==> src/rtl/ifetch_unit.sv <==
// Instruction-fetch initiator: sequential 4-byte ROM reads into a small FIFO,
// presented to the decoder over valid/ready, with redirect flush and window fault.
module ifetch_unit #(
    parameter logic [15:0] RESET_VECTOR = 16'h8000,
    parameter int          DEPTH        = 2,
    parameter logic [15:0] ROM_BASE     = 16'h8000,
    parameter logic [15:0] ROM_LAST     = 16'hFFFC
) (
    input  logic        clk,
    input  logic        rst,
    output logic [15:0] a,
    output logic        re,
    input  logic [7:0]  q0,
    input  logic [7:0]  q1,
    input  logic [7:0]  q2,
    input  logic [7:0]  q3,
    input  logic        redirect,
    input  logic [15:0] redirect_pc,
    output logic [31:0] instr,
    output logic [15:0] instr_pc,
    output logic        instr_valid,
    input  logic        instr_ready,
    output logic        fault,
    output logic [15:0] fault_pc
);

    localparam int PTR_W = (DEPTH > 1) ? $clog2(DEPTH) : 1;
    localparam int CNT_W = $clog2(DEPTH + 1);

    typedef enum logic {RUN, HALT} state_t;

    typedef struct packed {
        logic [31:0] word;
        logic [15:0] pc;
    } entry_t;

    state_t             state;
    logic [15:0]        pc;
    logic [15:0]        inflight_pc;
    logic               inflight;
    entry_t             mem [DEPTH];
    logic [PTR_W-1:0]   rd_ptr;
    logic [PTR_W-1:0]   wr_ptr;
    logic [CNT_W-1:0]   count;

    logic               legal;
    logic               pop;
    logic               has_space;
    logic               issue;
    logic               wr_en;

    function automatic logic [PTR_W-1:0] ptr_inc(input logic [PTR_W-1:0] p);
        return (p == PTR_W'(DEPTH - 1)) ? '0 : p + 1'b1;
    endfunction

    assign legal       = (pc >= ROM_BASE) && (pc <= ROM_LAST);
    assign instr_valid = (count != '0);
    assign pop         = instr_valid & instr_ready;

    // Credit check counts the word already in flight so the FIFO can never overflow.
    assign has_space = ({1'b0, count} + (CNT_W+1)'(inflight))
                       < ((CNT_W+1)'(DEPTH) + (CNT_W+1)'(pop));
    assign issue     = !rst && (state == RUN) && !redirect && legal && has_space;

    assign a        = pc;
    assign re       = issue;
    assign instr    = mem[rd_ptr].word;
    assign instr_pc = mem[rd_ptr].pc;

    assign wr_en = inflight && !redirect && !rst;

    // NOTE: storage array is deliberately left out of reset; count gates every read of it.
    always_ff @(posedge clk) begin
        if (wr_en)
            mem[wr_ptr] <= '{word: {q3, q2, q1, q0}, pc: inflight_pc};
    end

    // NOTE: sequential state uses non-blocking assignments so later statements see pre-edge values.
    always_ff @(posedge clk) begin
        if (rst) begin
            state       <= RUN;
            pc          <= RESET_VECTOR;
            inflight    <= 1'b0;
            inflight_pc <= '0;
            rd_ptr      <= '0;
            wr_ptr      <= '0;
            count       <= '0;
            fault       <= 1'b0;
            fault_pc    <= '0;
        end else begin
            inflight <= issue;
            if (issue) begin
                inflight_pc <= pc;
                pc          <= pc + 16'd4;
            end
            if (redirect) begin
                pc     <= redirect_pc;
                state  <= RUN;
                fault  <= 1'b0;
                rd_ptr <= '0;
                wr_ptr <= '0;
                count  <= '0;
            end else begin
                if (pop)
                    rd_ptr <= ptr_inc(rd_ptr);
                if (inflight)
                    wr_ptr <= ptr_inc(wr_ptr);
                count <= count + CNT_W'(inflight) - CNT_W'(pop);
                if (state == RUN && !legal) begin
                    fault    <= 1'b1;
                    fault_pc <= pc;
                    state    <= HALT;
                end
            end
        end
    end

endmodule

==> config.mk <==
export PLATFORM = sky130hd
export DESIGN_NAME = ifetch_unit
export DESIGN_NICKNAME = d
export VERILOG_FILES = /design/src/rtl/ifetch_unit.sv
export SDC_FILE = /design/constraint.sdc
export NUM_CORES = 1
export LEC_CHECK = 0
export CAP_MARGIN = 10
export CORE_MARGIN = 2
export CORE_UTILIZATION = 54
export CTS_CLUSTER_DIAMETER = 30
export DETAILED_ROUTE_END_ITERATION = 12
export GPL_TIMING_DRIVEN = 0
export HOLD_SLACK_MARGIN = 0.02
export PLACE_DENSITY = 0.84
export SYNTH_ARGS = -nofsm -noshare
export SYNTH_HDL_FRONTEND = slang
export SYNTH_SLANG_ARGS = --single-unit
==> constraint.sdc <==
create_clock -name clk -period 9.7 [get_ports clk]
set_clock_uncertainty 0.05 [all_clocks]
set_input_delay 2.91 -clock clk [delete_from_list [all_inputs] [get_ports clk]]
set_output_delay 2.91 -clock clk [all_outputs]
set_load 0.02 [all_outputs]
Yosys cells after proc, flatten, opt, wreduce, memory -nomap -nowiden
Memories as Yosys holds them, arrays and structs flattened. A register that Yosys moved wholly into a read port is not among the register bits.
Index checks and enable logic that the tools add are counted.
{ "op_classes": {"n_addsub": 7, "n_mux": 8, "bitwise": 3, "n_lt_le_gt_ge": 3, "reduce_logical": 15} }
{ "op_table": {"columns": ["cell", "n"], "rows": [
  ["$mux 16", 2],
  ["$add 16x3->16 const B", 1],
  ["$ge 16x16->1 const B", 1],
  ["$le 16x16->1 const B", 1],
  ["$logic_and 1x1->1", 8],
  ["$mux 1", 6],
  ["$reduce_bool 2->1", 2],
  ["$add 2x1->3", 1],
  ["$add 2x1->3 const A", 1],
  ["$logic_not 1->1", 3],
  ["$lt 3x3->1", 1],
  ["$add 1x1->1 const B", 2],
  ["$add 2x1->2", 1],
  ["$not 1->1", 2],
  ["$reduce_and 2->1", 1],
  ["$reduce_or 2->1", 1],
  ["$sub 2x1->2", 1],
  ["$and 1x1->1", 1]
]} }
{ "totals": {"output_inout_bits": 83, "n_memories": 1, "inputBits": 52, "ramBits": 96, "regBits": 54} }
{ "memory_table": {"columns": ["memory", "depth", "word_bits", "read_ports", "rd_clocked_by_memory_dff", "write_ports", "line", "source"], "rows": [
  ["mem", 2, 48, 1, 1, 1, "41", "entry_t mem [DEPTH];"]
]} }

Depth between registers and ports, before layout
{ "logic_depth": {"word_depth": 7, "depth_mapped": 10} }

Least setup slack after synthesis
No wires, ideal clock.
{ "synth_timing": {"path_kind": "input port to output port", "from": "input instr_ready", "to": "output re", "cell_stages": 6, "slack_ns": 2.927, "arrival_time_ns": 3.813, "path_cell_list": "o21ai_0 o21ai_0 o211ai_2 buf_6 inv_4 buf_6"} }
{ "synth_between": {"elab_chain_cells": 4} }
{ "synth_rtl": {"columns": ["element", "line", "source"], "rows": [
  ["from (decl)", "22", "input logic instr_ready,"],
  ["$and 1x1->1", "58", "assign pop = instr_valid & instr_ready;"],
  ["$add 2x1->3", "62", "< ((CNT_W+1)'(DEPTH) + (CNT_W+1)'(pop));"],
  ["$lt 3x3->1", "62", null],
  ["$logic_and 1x1->1", "63", "assign issue = !rst && (state == RUN) && !redirect && legal && has_space;"],
  ["to (decl)", "12", "output logic re,"]
]} }
No other way between the ends.

Worst setup path after layout
{ "layout_timing": {"from": "input redirect", "to": "output re"} }
{ "layout_between": {"elab_chain_cells": 4} }
{ "layout_rtl": {"columns": ["element", "line", "source"], "rows": [
  ["from (decl)", "17", "input logic redirect,"],
  ["$logic_not 1->1", "63", null],
  ["$logic_and 1x1->1 (3 in a row)", "63", null]
]} }
No other way between the ends.

==> results.cfg <==
[yosys]
synth-xor-area-share_pct = 0.594
syn_avg_cell_area_um2 = 13.5
synth-edff-count = 96
ys_ff_latch = 151
yosys.area_share.simple_pct = 10.1
syn_inst = 437
synth_top_family_by_area = multiplexers
synth_compound_area_share_pct = 4.98
synthFlopType = edfxtp_1
synth_warnings = 0
syn-cell-area_mm2 = 0.00590
seq_area_frac_synth_pct = 67.5
yosys.area_share.adder_pct = 1.27
yosysUniqueCellTypes = 47
synthArstFlopShare_pct = 0
syn_nets = 495
synthMuxAreaShare_pct = 12.2

[global_route]
grt_pass1_vias = 4094
grt.overflow.total = 0
grt_pass1_wl_um = 20400
grt_usage_pct = 23.1
grt_max_degree = 41
antenna_found_initial = 0

[routing]
viasPerCell = 5.50
first_pass_iters = 5
detail-route-antenna-nets = 0
route.detailed.drc = 0
via_count = 4086
wirelength_um = 13200
wl_per_cell_um = 17.8
initialDrtViolationCount = 225

[clock_network]
clockBufferDepth = 2
cts_sinks = 151
hold_buffers = 0
ctsResizeCount = 0
clock_latency_ps = 520
cts_tree = yes
cts_buffers = 17
clockRootBuffer = clkbuf_8
clkTransAtPathRegs_ps = 60
h-tree-depth = 4
post_cts_buffers = 0

[cells_and_area]
antennaDiodeCount = 0
mostFrequentLayoutCell = clkdlybuf4s50_1
synthToLayoutAreaGrowth_pct = 36.9
final_area_mm2 = 0.00808
nNetsFinal = 650
fillers = 686
layout_common_cells = clkdlybuf4s50_1, edfxtp_1, nand2_1
utilization_pct = 75.2
layout-drive-gt1-share_pct = 16.3

[floorplanning]
die_area_mm2 = 0.0118
initial_core_util_pct = 54.9
coreArea_mm2 = 0.0107
row_count = 38
io_pins = 135
die_height_um = 109
die_x_um = 109

[critical_path]
critical_path_peak_fanout = 10
critPathCapture = re
cp-startpoint = redirect
worstPathArrival_ps = 5190
r2r_end = inflight_pc[1]$_SDFFE_PP0P_
crit_path_top_delay_cell = clkdlybuf4s50_1
reg2reg_setup_slack_ps = 7440
crit_path_max_incr_delay_ps = 640
regToRegStartpoint = a[3]$_SDFFE_PP0P_
reg2regPathDepth = 9
crit_type = in -> out
critPathCaptureType = output port
required_ps = 6740
cp_cell_sequence = clkdlybuf4s50_1 -> nor4_1 -> and2_1 -> o211ai_2 -> buf_6 -> inv_4 -> buf_6 -> clkdlybuf4s50_1
start_kind = input pin

[place]
dpl.hpwl_um = 8860
io_buffer_count = 134
gp_congestion = 0.864
placed_area_mm2 = 0.00747

[sta]
finalSetupTns_ps = 0
worstMarginPinSlew_ps = 826
drv_slew = 0
fmax_ghz = 0.123
min_period_ps = 8150
hold_violations = 0
slew_headroom_pct = 44.8
rsz0062_at_grt = false
finalSetupViolCount = 0
fin_crit_sh_pct = 84.0

[pwr]
p_leak_nw = 2.80
peakVddDrop_mv = 0.0995
totalPowerFinal_mw = 1.50
p_per_area_mw_per_mm2 = 185

[job]
drv_cap = 0

[worst_hold_path]
holdCritPathClass = reg -> reg

[outcome]
status = finished, final reports clean
[state kept, by name, summed over array words and instances (netlist names), named ones only]
| register | count |
|---|---|
| rd_ptr | 1 |
| fault_pc | 16 |
| mem | 96 |
| inflight_pc | 16 |
| count | 2 |
| a | 16 |
| wr_ptr | 1 |
| state | 1 |
| inflight | 1 |
[layout make-up]
cell class                 count  area [um2]  area share (%)
buffer                        24         144            1.78
clock buffer                  19         422            5.22
tap                          140         175            2.17
clock inverter                11         181            2.25
multi-input combinational    249        1730            21.4
sequential                   151        3980            49.3
inverter                      13        51.3           0.635
timing repair buffer         136        1390            17.2
[power breakdown]
| group | internal, mW | switching [mW] |
|---|---|---|
| logic | 0.0569 | 0.0562 |
| registers | 0.696 | 0.0140 |
| clock network | 0.438 | 0.236 |
[critical path, delay by kind of cell]
| kind | cells | cell delay, ps |
|---|---|---|
| and+or+nand+nor | 2 | 520 |
| buffers and inverters | 5 | 1640 |
| AOI/OAI and AO/OA | 1 | 120 |
[stage by stage]
step | worst slack (ps) | std cells | hold WS (ps)
after floorplan | 2930 | 437 | 375
after global placement | 1640 | 711 | 384
after detailed placement | 1620 | 713 | 390
after CTS | 1550 | 743 | 404
after global routing | 1360 | 743 | 411
final | 1550 | 743 | 404
[worst min path at each step]
stage / slack [ps] / end / depth (start not counted) / startpoint
6_report: 400 / mem[0][3]$_DFFE_PP_ / 0 / inflight_pc[3]$_SDFFE_PP0P_
5_1_grt: 410 / mem[0][3]$_DFFE_PP_ / 0 / inflight_pc[3]$_SDFFE_PP0P_
4_1_cts: 400 / mem[0][3]$_DFFE_PP_ / 0 / inflight_pc[3]$_SDFFE_PP0P_
3_5_place_dp: 390 / mem[1][3]$_DFFE_PP_ / 0 / inflight_pc[3]$_SDFFE_PP0P_
3_3_place_gp: 380 / mem[0][2]$_DFFE_PP_ / 0 / inflight_pc[2]$_SDFFE_PP0P_
2_1_floorplan: 380 / mem[0][0]$_DFFE_PP_ / 0 / inflight_pc[0]$_SDFFE_PP0P_
[Yosys cell counts, types with 3 or more instances]
| library cell | n | area (um2) |
|---|---|---|
| mux2i_1 | 18 | 180 |
| nor3_1 | 7 | 35.0 |
| and3_1 | 5 | 31.3 |
| o21ai_0 | 5 | 25.0 |
| buf_6 | 3 | 33.8 |
| inv_1 | 10 | 37.5 |
| nand3_1 | 20 | 100 |
| nor2_1 | 9 | 33.8 |
| mux2_2 | 48 | 541 |
| nand4_1 | 5 | 31.3 |
| or3_1 | 5 | 31.3 |
| dfxtp_1 | 55 | 1100 |
| buf_2 | 3 | 15.0 |
| ha_1 | 6 | 75.1 |
| edfxtp_1 | 96 | 2880 |
| a21oi_1 | 17 | 85.1 |
| clkbuf_1 | 12 | 45.0 |
| a32oi_1 | 4 | 35.0 |
| buf_4 | 3 | 22.5 |
| nand2_1 | 68 | 255 |
| o211ai_1 | 3 | 22.5 |
[kinds of logic after synthesis]
group	after synthesis
AOI/OAI and AO/OA	44
and+or+nand+nor	129
DFF	151
adders and majority gates	6
buffers and inverters	37
xor gates and xnor gates	4
muxes	66
[routing by layer]
metal | vias up | track usage, % | routed length, um
met1 | 1973 | 27.4 | 5330
met2 | 187 | 38.9 | 6480
met5 | - | 0 | 0
met3 | 18 | 8.86 | 1280
met4 | 0 | 7.23 | 143
li1 | 1908 | - | -
Note: power is estimated with default switching activity, not from simulation.
